===== src/rtl/csr_controller.sv =====
// csr_controller: machine-mode CSR file (mie, mtvec, mscratch, mepc, mcause).
// Reads are combinational from addr_i; CSR instruction writes and trap
// captures update on the rising edge of clk_i. Reset is asynchronous, active-low.
// Optional feature: define CSR_MSCRATCH_EN to implement mscratch at 0x340;
// without it, 0x340 behaves as an unmapped address.
module csr_controller (
  input  logic        clk_i,
  input  logic        rst_ni,
  input  logic        trap_i,
  input  logic [2:0]  opcode_i,
  input  logic [11:0] addr_i,
  input  logic [31:0] pc_i,
  input  logic [31:0] mcause_i,
  input  logic [31:0] rs1_data_i,
  input  logic [31:0] imm_data_i,
  input  logic        write_enable_i,
  output logic [31:0] read_data_o,
  output logic [31:0] mie_o,
  output logic [31:0] mepc_o,
  output logic [31:0] mtvec_o
);

  localparam logic [11:0] ADDR_MIE      = 12'h304;
  localparam logic [11:0] ADDR_MTVEC    = 12'h305;
  localparam logic [11:0] ADDR_MSCRATCH = 12'h340;
  localparam logic [11:0] ADDR_MEPC     = 12'h341;
  localparam logic [11:0] ADDR_MCAUSE   = 12'h342;

  // Low two funct3 bits select the operation; bit 2 selects the immediate.
  localparam logic [1:0] OP_NONE = 2'b00;
  localparam logic [1:0] OP_W    = 2'b01;
  localparam logic [1:0] OP_S    = 2'b10;
  localparam logic [1:0] OP_C    = 2'b11;

  // Read-modify-write combine of the old CSR value with the operand.
  function automatic logic [31:0] csr_apply(input logic [1:0]  op,
                                            input logic [31:0] old_val,
                                            input logic [31:0] operand);
    logic [31:0] res;
    case (op)
      OP_W:    res = operand;
      OP_S:    res = old_val | operand;
      OP_C:    res = old_val & ~operand;
      default: res = old_val;
    endcase
    return res;
  endfunction

  logic [31:0] mie_q,    mie_d;
  logic [31:0] mtvec_q,  mtvec_d;
  logic [31:0] mepc_q,   mepc_d;
  logic [31:0] mcause_q, mcause_d;
`ifdef CSR_MSCRATCH_EN
  logic [31:0] mscratch_q, mscratch_d;
`endif

  logic        op_valid;
  logic [31:0] operand;
  logic [31:0] wdata;
  logic        wr_mie;
  logic        wr_mtvec;
  logic        wr_mepc;
  logic        wr_mcause;
`ifdef CSR_MSCRATCH_EN
  logic        wr_mscratch;
`endif

  // Combinational read mux; unmapped addresses read as zero.
  always_comb begin
    read_data_o = 32'h0;
    case (addr_i)
      ADDR_MIE:      read_data_o = mie_q;
      ADDR_MTVEC:    read_data_o = mtvec_q;
`ifdef CSR_MSCRATCH_EN
      ADDR_MSCRATCH: read_data_o = mscratch_q;
`endif
      ADDR_MEPC:     read_data_o = mepc_q;
      ADDR_MCAUSE:   read_data_o = mcause_q;
      default:       read_data_o = 32'h0;
    endcase
  end

  // Decode the CSR instruction into a write value and per-register strobes.
  always_comb begin
    op_valid  = write_enable_i && (opcode_i[1:0] != OP_NONE);
    operand   = opcode_i[2] ? imm_data_i : rs1_data_i;
    wdata     = csr_apply(opcode_i[1:0], read_data_o, operand);
    wr_mie    = op_valid && (addr_i == ADDR_MIE);
    wr_mtvec  = op_valid && (addr_i == ADDR_MTVEC);
    wr_mepc   = op_valid && (addr_i == ADDR_MEPC);
    wr_mcause = op_valid && (addr_i == ADDR_MCAUSE);
`ifdef CSR_MSCRATCH_EN
    wr_mscratch = op_valid && (addr_i == ADDR_MSCRATCH);
`endif
  end

  // Next-state selection; a trap capture takes priority over an instruction
  // write to mepc/mcause, while writes to other CSRs proceed in parallel.
  always_comb begin
    mie_d    = wr_mie   ? wdata : mie_q;
    mtvec_d  = wr_mtvec ? wdata : mtvec_q;
`ifdef CSR_MSCRATCH_EN
    mscratch_d = wr_mscratch ? wdata : mscratch_q;
`endif
    mepc_d   = mepc_q;
    mcause_d = mcause_q;
    if (trap_i) begin
      mepc_d   = pc_i;
      mcause_d = mcause_i;
    end else begin
      if (wr_mepc)   mepc_d   = wdata;
      if (wr_mcause) mcause_d = wdata;
    end
  end

  // CSR state registers, cleared asynchronously by reset.
  always_ff @(posedge clk_i or negedge rst_ni) begin
    if (!rst_ni) begin
      mie_q    <= 32'h0;
      mtvec_q  <= 32'h0;
      mepc_q   <= 32'h0;
      mcause_q <= 32'h0;
    end else begin
      mie_q    <= mie_d;
      mtvec_q  <= mtvec_d;
      mepc_q   <= mepc_d;
      mcause_q <= mcause_d;
    end
  end

`ifdef CSR_MSCRATCH_EN
  // Scratch register, only present when the option is enabled.
  always_ff @(posedge clk_i or negedge rst_ni) begin
    if (!rst_ni) mscratch_q <= 32'h0;
    else         mscratch_q <= mscratch_d;
  end
`endif

  assign mie_o   = mie_q;
  assign mtvec_o = mtvec_q;
  assign mepc_o  = mepc_q;

endmodule


===== config.mk =====
export PLATFORM = sky130hd
export DESIGN_NAME = csr_controller
export DESIGN_NICKNAME = d
export VERILOG_FILES = /design/src/rtl/csr_controller.sv
export SDC_FILE = /design/constraint.sdc
export NUM_CORES = 1
export LEC_CHECK = 0
export CAP_MARGIN = 20
export CORE_MARGIN = 3
export CORE_UTILIZATION = 30
export DETAILED_ROUTE_END_ITERATION = 16
export PLACE_DENSITY = 0.6
export SLEW_MARGIN = 15
export SYNTH_ARGS = -nofsm -noshare
export SYNTH_HDL_FRONTEND = slang
export SYNTH_SLANG_ARGS = --single-unit

===== constraint.sdc =====
create_clock -name clk_i -period 8.3 [get_ports clk_i]
set_clock_uncertainty 0.05 [all_clocks]
set_input_delay 2.49 -clock clk_i [delete_from_list [all_inputs] [get_ports clk_i]]
set_output_delay 2.49 -clock clk_i [all_outputs]
set_load 0.02 [all_outputs]

# ---- After elaboration in Yosys (flattened, before gate mapping)
# Index checks and enable logic that the tools add are counted.
dict set report classes {
  n_mux 7
  n_reduce_logical 8
  bitwise 3
  n_eq_ne 7
}
# operator count
set ops {}
lappend ops {{32-bit two-way mux} 5}
lappend ops {{32-bit case mux with 4 select lines} 1}
lappend ops {{32-bit case mux with 3 select lines} 1}
lappend ops {{12-bit by 10-bit == test with 1-bit output, second input constant} 4}
lappend ops {{32-bit bitwise AND} 1}
lappend ops {{32-bit NOT} 1}
lappend ops {{32-bit OR} 1}
lappend ops {{2-bit nonzero test} 3}
lappend ops {{1-bit logical AND} 5}
lappend ops {{2-bit == test, second input constant} 2}
lappend ops {{2-bit by 1-bit == test with 1-bit output, second input constant} 1}
dict set report word_totals {
  input_bits 147
  register_bits 128
  out_inout_bits 128
  elab_cells 29
}

# ---- Logic depth before layout (Yosys ltp)
# Gate-level depths: netlist (run 1).
dict set report logic_depth {
  word_depth 6
  ltp_mapped 8
  ltp_nobuf 5
}

# ---- Worst setup path after synthesis (run 1)
# No wires, ideal clock.
dict set report synth_timing {
  kind {input-to-output}
  startpoint {input addr_i[5]}
  endpoint {output read_data_o[13]}
  path_slack_ns 2.066
  stages 4
  arrival_ns 3.694
  required_ns 5.760
  path_buffers 2
  path_cell_list {or4_1 -> buf_2 -> clkbuf_1 -> nor2_1}
}
dict set report synth_via {
  elab_chain_len 2
  elab_cells_between_ends 5
  cone_classes {eq/ne (4); mux (1)}
}
# element line_no
set synth_lines {}
lappend synth_lines {{from (decl)} 11} ;# input logic [11:0] addr_i,
lappend synth_lines {{12-bit by 10-bit == test with 1-bit output} 71} ;# case (addr_i)
lappend synth_lines {{32-bit case mux with 4 select lines (*)} 71}
lappend synth_lines {{to (decl)} 17} ;# output logic [31:0] read_data_o,
# Every way passes the cells marked *; elsewhere a longest branch is shown, timed or not.

# ---- Worst setup path after layout (run 1)
dict set report layout_timing {
  startpoint {input addr_i[1]}
  endpoint {output read_data_o[26]}
}
# The elaborated chain is that of the path after synthesis.

==> impl_metrics.toml, run 1 <==
[outcome]
status = "finished, final reports clean"

[sta]
rsz0062_at_grt = "false"
worstMarginPinSlew_ns = 1.03
slew_viol_final = 0
post-route-min-period_ns = 7.54
final-setup-viol-count = 0
relSlewSlack_pct = 31.5
fmax_ghz = 0.133
fin_tns_setup_ns = 0
finalCritPeriodShare_pct = 90.8
finalHoldViolCount = 0

[critical_path]
regToRegEndpoint = "mie_o[31]"
reg2reg_depth = 5
worstPathArrival_ns = 5.00
r2r_slack_ns = 6.62
cp-endpoint = "read_data_o[26]"
r2r-start = "mcause_q[31]"
critical_path.startpoint = "addr_i[1]"
worstPathRequired_ns = 5.76
path_max_fanout = 33
crit_type = "in -> out"
crit_path_start_kind = "primary input"
critPathCaptureType = "output pin"

[power]
seqPwrFrac_pct = 36.1
combinationalPowerShare_pct = 18.4
internal_power_mw = 1.37
sw_frac_of_total_pct = 27.3
clockPowerShare_pct = 45.5
total_power_mw = 1.88
peakVddDrop_mv = 0.0879
power.leakage_nw = 4.55
switchingPower_mw = 0.514
power.density_mw_per_mm2 = 165

[global_route]
grt.overflow.total = 0
grt_pass1_wl_um = 50000
antenna_found_initial = 1
grt_usage_pct = 22.9
grt_max_degree = 73
grt_pass1_vias = 8193

[layout]
fin_nets = 1258
syn_to_final_growth_pct = 46.0
drive_above_1_share_pct = 10.2

[cts]
cts_hold_buf = 0
clkTransAtPathRegs_ns = 0.06
cts_resized = 0
cts-root-buf = "clkbuf_16"
postCtsSetupRepairBufs = 0
cts_tree = "built"
clockBufferDepth = 2
clkLatencyLatePin_ns = 0.42
h-tree-depth = 4
clock_sinks = 128
numCtsBuffers = 17

[logic_synthesis]
synth_area_sq_mm = 0.00783
ys_dominant_reg_cell = "dfrtp_1"
ys_ff_latch = 128
syn_avg_cell_area_sq_um = 8.90
synth.distinct_cells = 50
synth_mux_area_share_pct = 10.9
ys_seq_area_share_pct = 40.9
yosysTopAreaCell = "dfrtp_1"
synthDominantCellAreaShare_pct = 40.9
syn-instance-count = 879
synth_compound_area_share_pct = 25.8
yosys_warnings = 0
synthAdderAreaFrac_pct = 0
synth-async-reset-ratio_pct = 100
yosys.area_share.simple_pct = 13.6
synth.most_common_cell = "dfrtp_1"
synth_edf_count = 0
synth_area_leaders = "dfrtp_1, o22ai_1, a21oi_1"
synth.net_count = 1026
synth_xor_area_share_pct = 3.47
synth_top_family_by_area = "compound AO/OA/AOI/OAI gates"
synth.top_cells.by_count = "dfrtp_1, a21oi_1, nor2_1"

[min_path]
min-delay-start = "mtvec_o[31]"
min_path_type = "reg -> reg"

[drt]
vias_per_cell = 5.61
routed_wl_um = 33000
ant_nets = 0
vias = 8162
first_pass_iters = 5
drtIter0Drc = 647
drc = 0
wl_per_cell_um = 22.7

[placement]
gp_congestion = 0.856
hpwl_um = 22400
io_buffers = 274

[die]
start_util_pct = 30.8
dieHeight_um = 168
rows = 58
dieArea_sq_mm = 0.0281
die_width_um = 168
core_sq_mm = 0.0254
io_pins = 275

[run]
maxCapViolCount = 0
-- registers in the layout, summed over array words and instances (netlist names) --
signal / count
mcause_q: 32
mie_o: 32
mepc_o: 32
mtvec_o: 32
-- through the flow --
| stage | instance area (sq um) | hold WS, ns | setup WS, ns | std cells | utilization [%] |
|---|---|---|---|---|---|
| floorplan | 7830 | 0.464 | 2.07 | 879 | - |
| global placement | 10800 | 0.462 | 0.832 | 1422 | 42.4 |
| detailed placement | 10800 | 0.467 | 0.807 | 1422 | 42.4 |
| CTS | 11400 | 0.481 | 0.806 | 1454 | 45.0 |
| global route | 11400 | 0.496 | 0.674 | 1455 | 45.0 |
| finish | 11400 | 0.477 | 0.762 | 1455 | 45.0 |
-- logic make-up (layout without fill, tap and decap cells) --
family                    count (synthesis)  in the layout
AOI/OAI and AO/OA                       330            330
xor gates and xnor gates                 31             31
and+or+nand+nor                         228            228
buffers and inverters                    82            327
DFF                                     128            128
other                                     0              1
muxes                                    80             80
-- power groups by stage --
stage / logic, mW / clock network (mW) / registers, mW
2_1_floorplan: 0.159 / 0 / 0.701
4_1_cts: 0.346 / 0.870 / 0.679
3_5_place_dp: 0.345 / 0 / 0.690
5_1_grt: 0.375 / 0.899 / 0.682
6_report: 0.346 / 0.858 / 0.679
3_3_place_gp: 0.341 / 0 / 0.690
-- metal layers --
layer / vias to the layer above / routed length (um) / track usage [%]
met2: 420 / 15000 / 35.9
met1: 3987 / 14800 / 32.0
met3: 51 / 2650 / 5.36
met4: 0 / 560 / 5.76
li1: 3704 / - / -
met5: - / 0 / 0
-- final cells by class --
type	count	area, sq um
well taps	330	413
fillers	2516	14000
clock inverters	12	205
clock buffers	20	457
repair buffers	292	2870
inverters	3	11.3
flip-flops and latches	128	3200
diodes	1	2.50
multi-input cells	669	4260
-- cells in the final DEF (no fill, tap or decap), types with 4 or more instances in the layout --
cell type and instances:
o211ai_1 8, o31ai_1 7, nor3_4 4, o22ai_1 97, bufinv_16 5, xnor2_1 14
dfrtp_1 128, mux2i_1 41, o21ai_0 26, a2bb2oi_1 7, buf_4 17, and2_1 19
a21oi_1 111, xor2_1 17, clkbuf_16 17, mux2_2 39, a31oi_1 17, nor2_1 104
o22a_1 7, a22oi_1 31, nand2_1 70, o31a_1 7, clkdlybuf4s50_1 269, buf_2 4
o21ai_1 5, nand4_1 7
-- worst min path at each step --
stage / end / slack, ns / cells past startpoint
finish: mtvec_o[31] / 0.48 / 1
global route: mtvec_o[31] / 0.50 / 1
CTS: mtvec_o[31] / 0.48 / 1
detailed placement: mtvec_o[31] / 0.47 / 1
global placement: mtvec_o[31] / 0.46 / 1
floorplan: mcause_q[17] / 0.46 / 2
-- critical path, cell delays in order --
cell             delay [ns]
clkdlybuf4s50_1        0.64
nor2b_4                0.19
buf_4                  0.41
a22oi_1                0.19
o22a_1                 0.22
nor2_1                 0.19
clkdlybuf4s50_1        0.65
No activity file was read; power rests on OpenSTA's default activity.
==> inputs of run 2 (changes only) <==
Settings changed: ABC_AREA set to 1, CORE_MARGIN 3 to 2, HOLD_SLACK_MARGIN set to 0.06.
==> impl_metrics.toml, run 2 <==
[outcome]
status = "finished, final reports clean"

[layout]
diodes = 0
final_common_cell = "nand2_1"
fillers = 2522
regArea_sq_mm = 0.00320
fin_cells = 1615
drive_above_1_share_pct = 7.55
multiInputGateArea_sq_mm = 0.00404
fin_nets = 1419
mostFrequentLayoutCells = "nand2_1, clkdlybuf4s50_1, nand3_1"
syn_to_final_growth_pct = 44.4

[critical_path]
cp_top_family = "buffers and inverters"
crit_type = "in -> out"
reg2reg_depth = 6
worst-path-buf-inv = 3
critical_path.startpoint = "addr_i[0]"
r2r-start = "mepc_o[9]"
path_depth = 7
slowest_delay_ns = 0.62
crit_path_start_kind = "primary input"
worstPathCellList = "clkdlybuf4s50_1 > nand2_2 > nor2_4 > buf_4 > nand3_1 > nand4_1 > clkdlybuf4s50_1"
crit_top_cell = "clkdlybuf4s50_1"
path_max_fanout = 18
worstPathArrival_ns = 4.99
critPathSlowestCell = "clkdlybuf4s50_1"
worstPathRequired_ns = 5.76
critPathCaptureType = "output pin"

[cts]
clkLatencyLatePin_ns = 0.42
postCtsSetupRepairBufs = 0
cts_tree = "built"
cts_hold_buf = 0
cts-root-buf = "clkbuf_16"
h-tree-depth = 4
clock_sinks = 128
clockBufferDepth = 2
numCtsBuffers = 17
clkTransAtPathRegs_ns = 0.06
cts_resized = 0

[sta]
finalHoldViolCount = 0
post-route-min-period_ns = 7.53
layout_setup_ws_ns = 0.769
fmax_ghz = 0.133
relSlewSlack_pct = 30.0
hold_ws_ns = 0.476
final-setup-viol-count = 0
worstMarginPinSlew_ns = 1.05
slew_viol_final = 0
finalCritPeriodShare_pct = 90.7
fin_tns_setup_ns = 0
rsz0062_at_grt = "false"

[placement]
gp_congestion = 0.791
hpwl_um = 20200
io_buffers = 274
dp.cells = 1583
place_ws_ns = 0.788

[global_route]
grt_pass1_wl_um = 49800
grt.overflow.total = 0
grt_max_degree = 67
grt_pass1_vias = 8460
grt_usage_pct = 24.4
antenna_found_initial = 1

[logic_synthesis]
syn_avg_cell_area_sq_um = 7.36
synth_area_leaders = "dfrtp_1, nand2_1, nand3_1"
synth_area_sq_mm = 0.00771
ys_dominant_reg_cell = "dfrtp_1"
ys_seq_area_share_pct = 41.5
synth-async-reset-ratio_pct = 100
synth.most_common_cell = "nand2_1"
ys_ff_latch = 128
synth.net_count = 1195
yosysTopAreaCell = "dfrtp_1"
synth.top_cells.by_count = "nand2_1, nand3_1, a21oi_1, dfrtp_1, o21ai_0"
synthDominantCellAreaShare_pct = 41.5
yosys_warnings = 0
syn-instance-count = 1048
synth_edf_count = 0
synth.distinct_cells = 24

[power]
clockPowerShare_pct = 43.4
combinationalPowerShare_pct = 17.8
internal_power_mw = 1.27
peakVddDrop_mv = 0.111
power.density_mw_per_mm2 = 158
seqPwrFrac_pct = 38.9
switchingPower_mw = 0.490
sw_frac_of_total_pct = 27.8
power.leakage_nw = 5.20

[min_path]
min-delay-start = "mcause_q[7]"
min_path_type = "reg -> reg"
min_delay_path_depth = 2

[run]
maxCapViolCount = 0

[die]
rows = 58
core_sq_mm = 0.0252
dieHeight_um = 164
io_pins = 275
start_util_pct = 30.6
dieArea_sq_mm = 0.0270
die_width_um = 164

[drt]
first_pass_iters = 5
drtIter0Drc = 748
wl_per_cell_um = 20.4
routed_wl_um = 32900
ant_nets = 0
vias = 8632
vias_per_cell = 5.34
drc = 0
-- run 2: changes by cell type after synthesis, sizes merged, moves of 9 or more --
| cell | previous run | this run |
|---|---|---|
| xnor2 | 14 | 0 |
| xor2 | 17 | 1 |
| a31oi | 17 | 0 |
| a21oi | 111 | 128 |
| clkbuf | 22 | 31 |
| nand2 | 72 | 300 |
| o22ai | 97 | 0 |
| o21ai | 31 | 128 |
| and2 | 19 | 0 |
| nand3 | 4 | 130 |
| a22oi | 31 | 0 |
| nand4 | 7 | 32 |
| mux2i | 41 | 0 |
| nor2 | 106 | 76 |
-- run 2: power by group through the flow --
stage | Clock [mW] | Combinational, mW | Sequential (mW)
floorplan | 0 | 0.121 | 0.714
global placement | 0 | 0.310 | 0.696
detailed placement | 0 | 0.313 | 0.696
CTS | 0.775 | 0.314 | 0.685
global route | 0.804 | 0.338 | 0.690
finish | 0.764 | 0.313 | 0.685
-- run 2: metal layers --
metal / vias to the layer above / global-route usage [%] / wire, um
li1: 4034 / - / -
met1: 4108 / 31.0 / 13400
met2: 438 / 40.6 / 15800
met3: 50 / 6.59 / 3240
met4: 2 / 6.78 / 525
met5: - / 0 / 12
-- run 2: stage by stage --
stage               instance area (sq um)  utilization [%]  power (mW)
floorplan                            7710                -       0.835
global placement                    10500             41.8        1.01
detailed placement                  10500             41.8        1.01
CTS                                 11100             44.2        1.77
global route                        11100             44.2        1.83
finish                              11100             44.2        1.76
-- run 2: logic make-up after synthesis --
family	after synthesis	share of synthesized area [%]
compound gates	256	16.6
xor+xnor	1	0.114
flops	128	41.5
buf+inv	91	6.78
simple gates	540	30.3
mux	32	4.67
-- run 2: worst paths after layout --
| kind | to | slack (ns) |
|---|---|---|
| max in group asynchronous | mtvec_o[22] | 4.89 |
| worst max-delay path | read_data_o[18] | 0.77 |
| worst min-delay path | mcause_q[7] | 0.48 |
| worst min register to register | mcause_q[7] | 0.48 |
| worst max register to register | mepc_o[9] | 7.06 |
| min in group asynchronous | mie_o[9] | 2.00 |
-- run 2: worst register-to-register path: stages (launching register included) --
cell and delay (ns):
dfrtp_1 0.41, nand3_1 0.17, nand2_1 0.12, o21ai_1 0.06, nand2_1 0.12, nand2_1 0.08, a21oi_1 0.16
-- run 2: area by class of cell --
cell class	count	share of cell area, %
Tap cell	330	3.71
Clock inverter	13	1.48
Inverter	11	0.371
Multi-Input combinational cell	829	36.3
Sequential cell	128	28.8
Clock buffer	19	3.89
Timing Repair Buffer	285	25.5
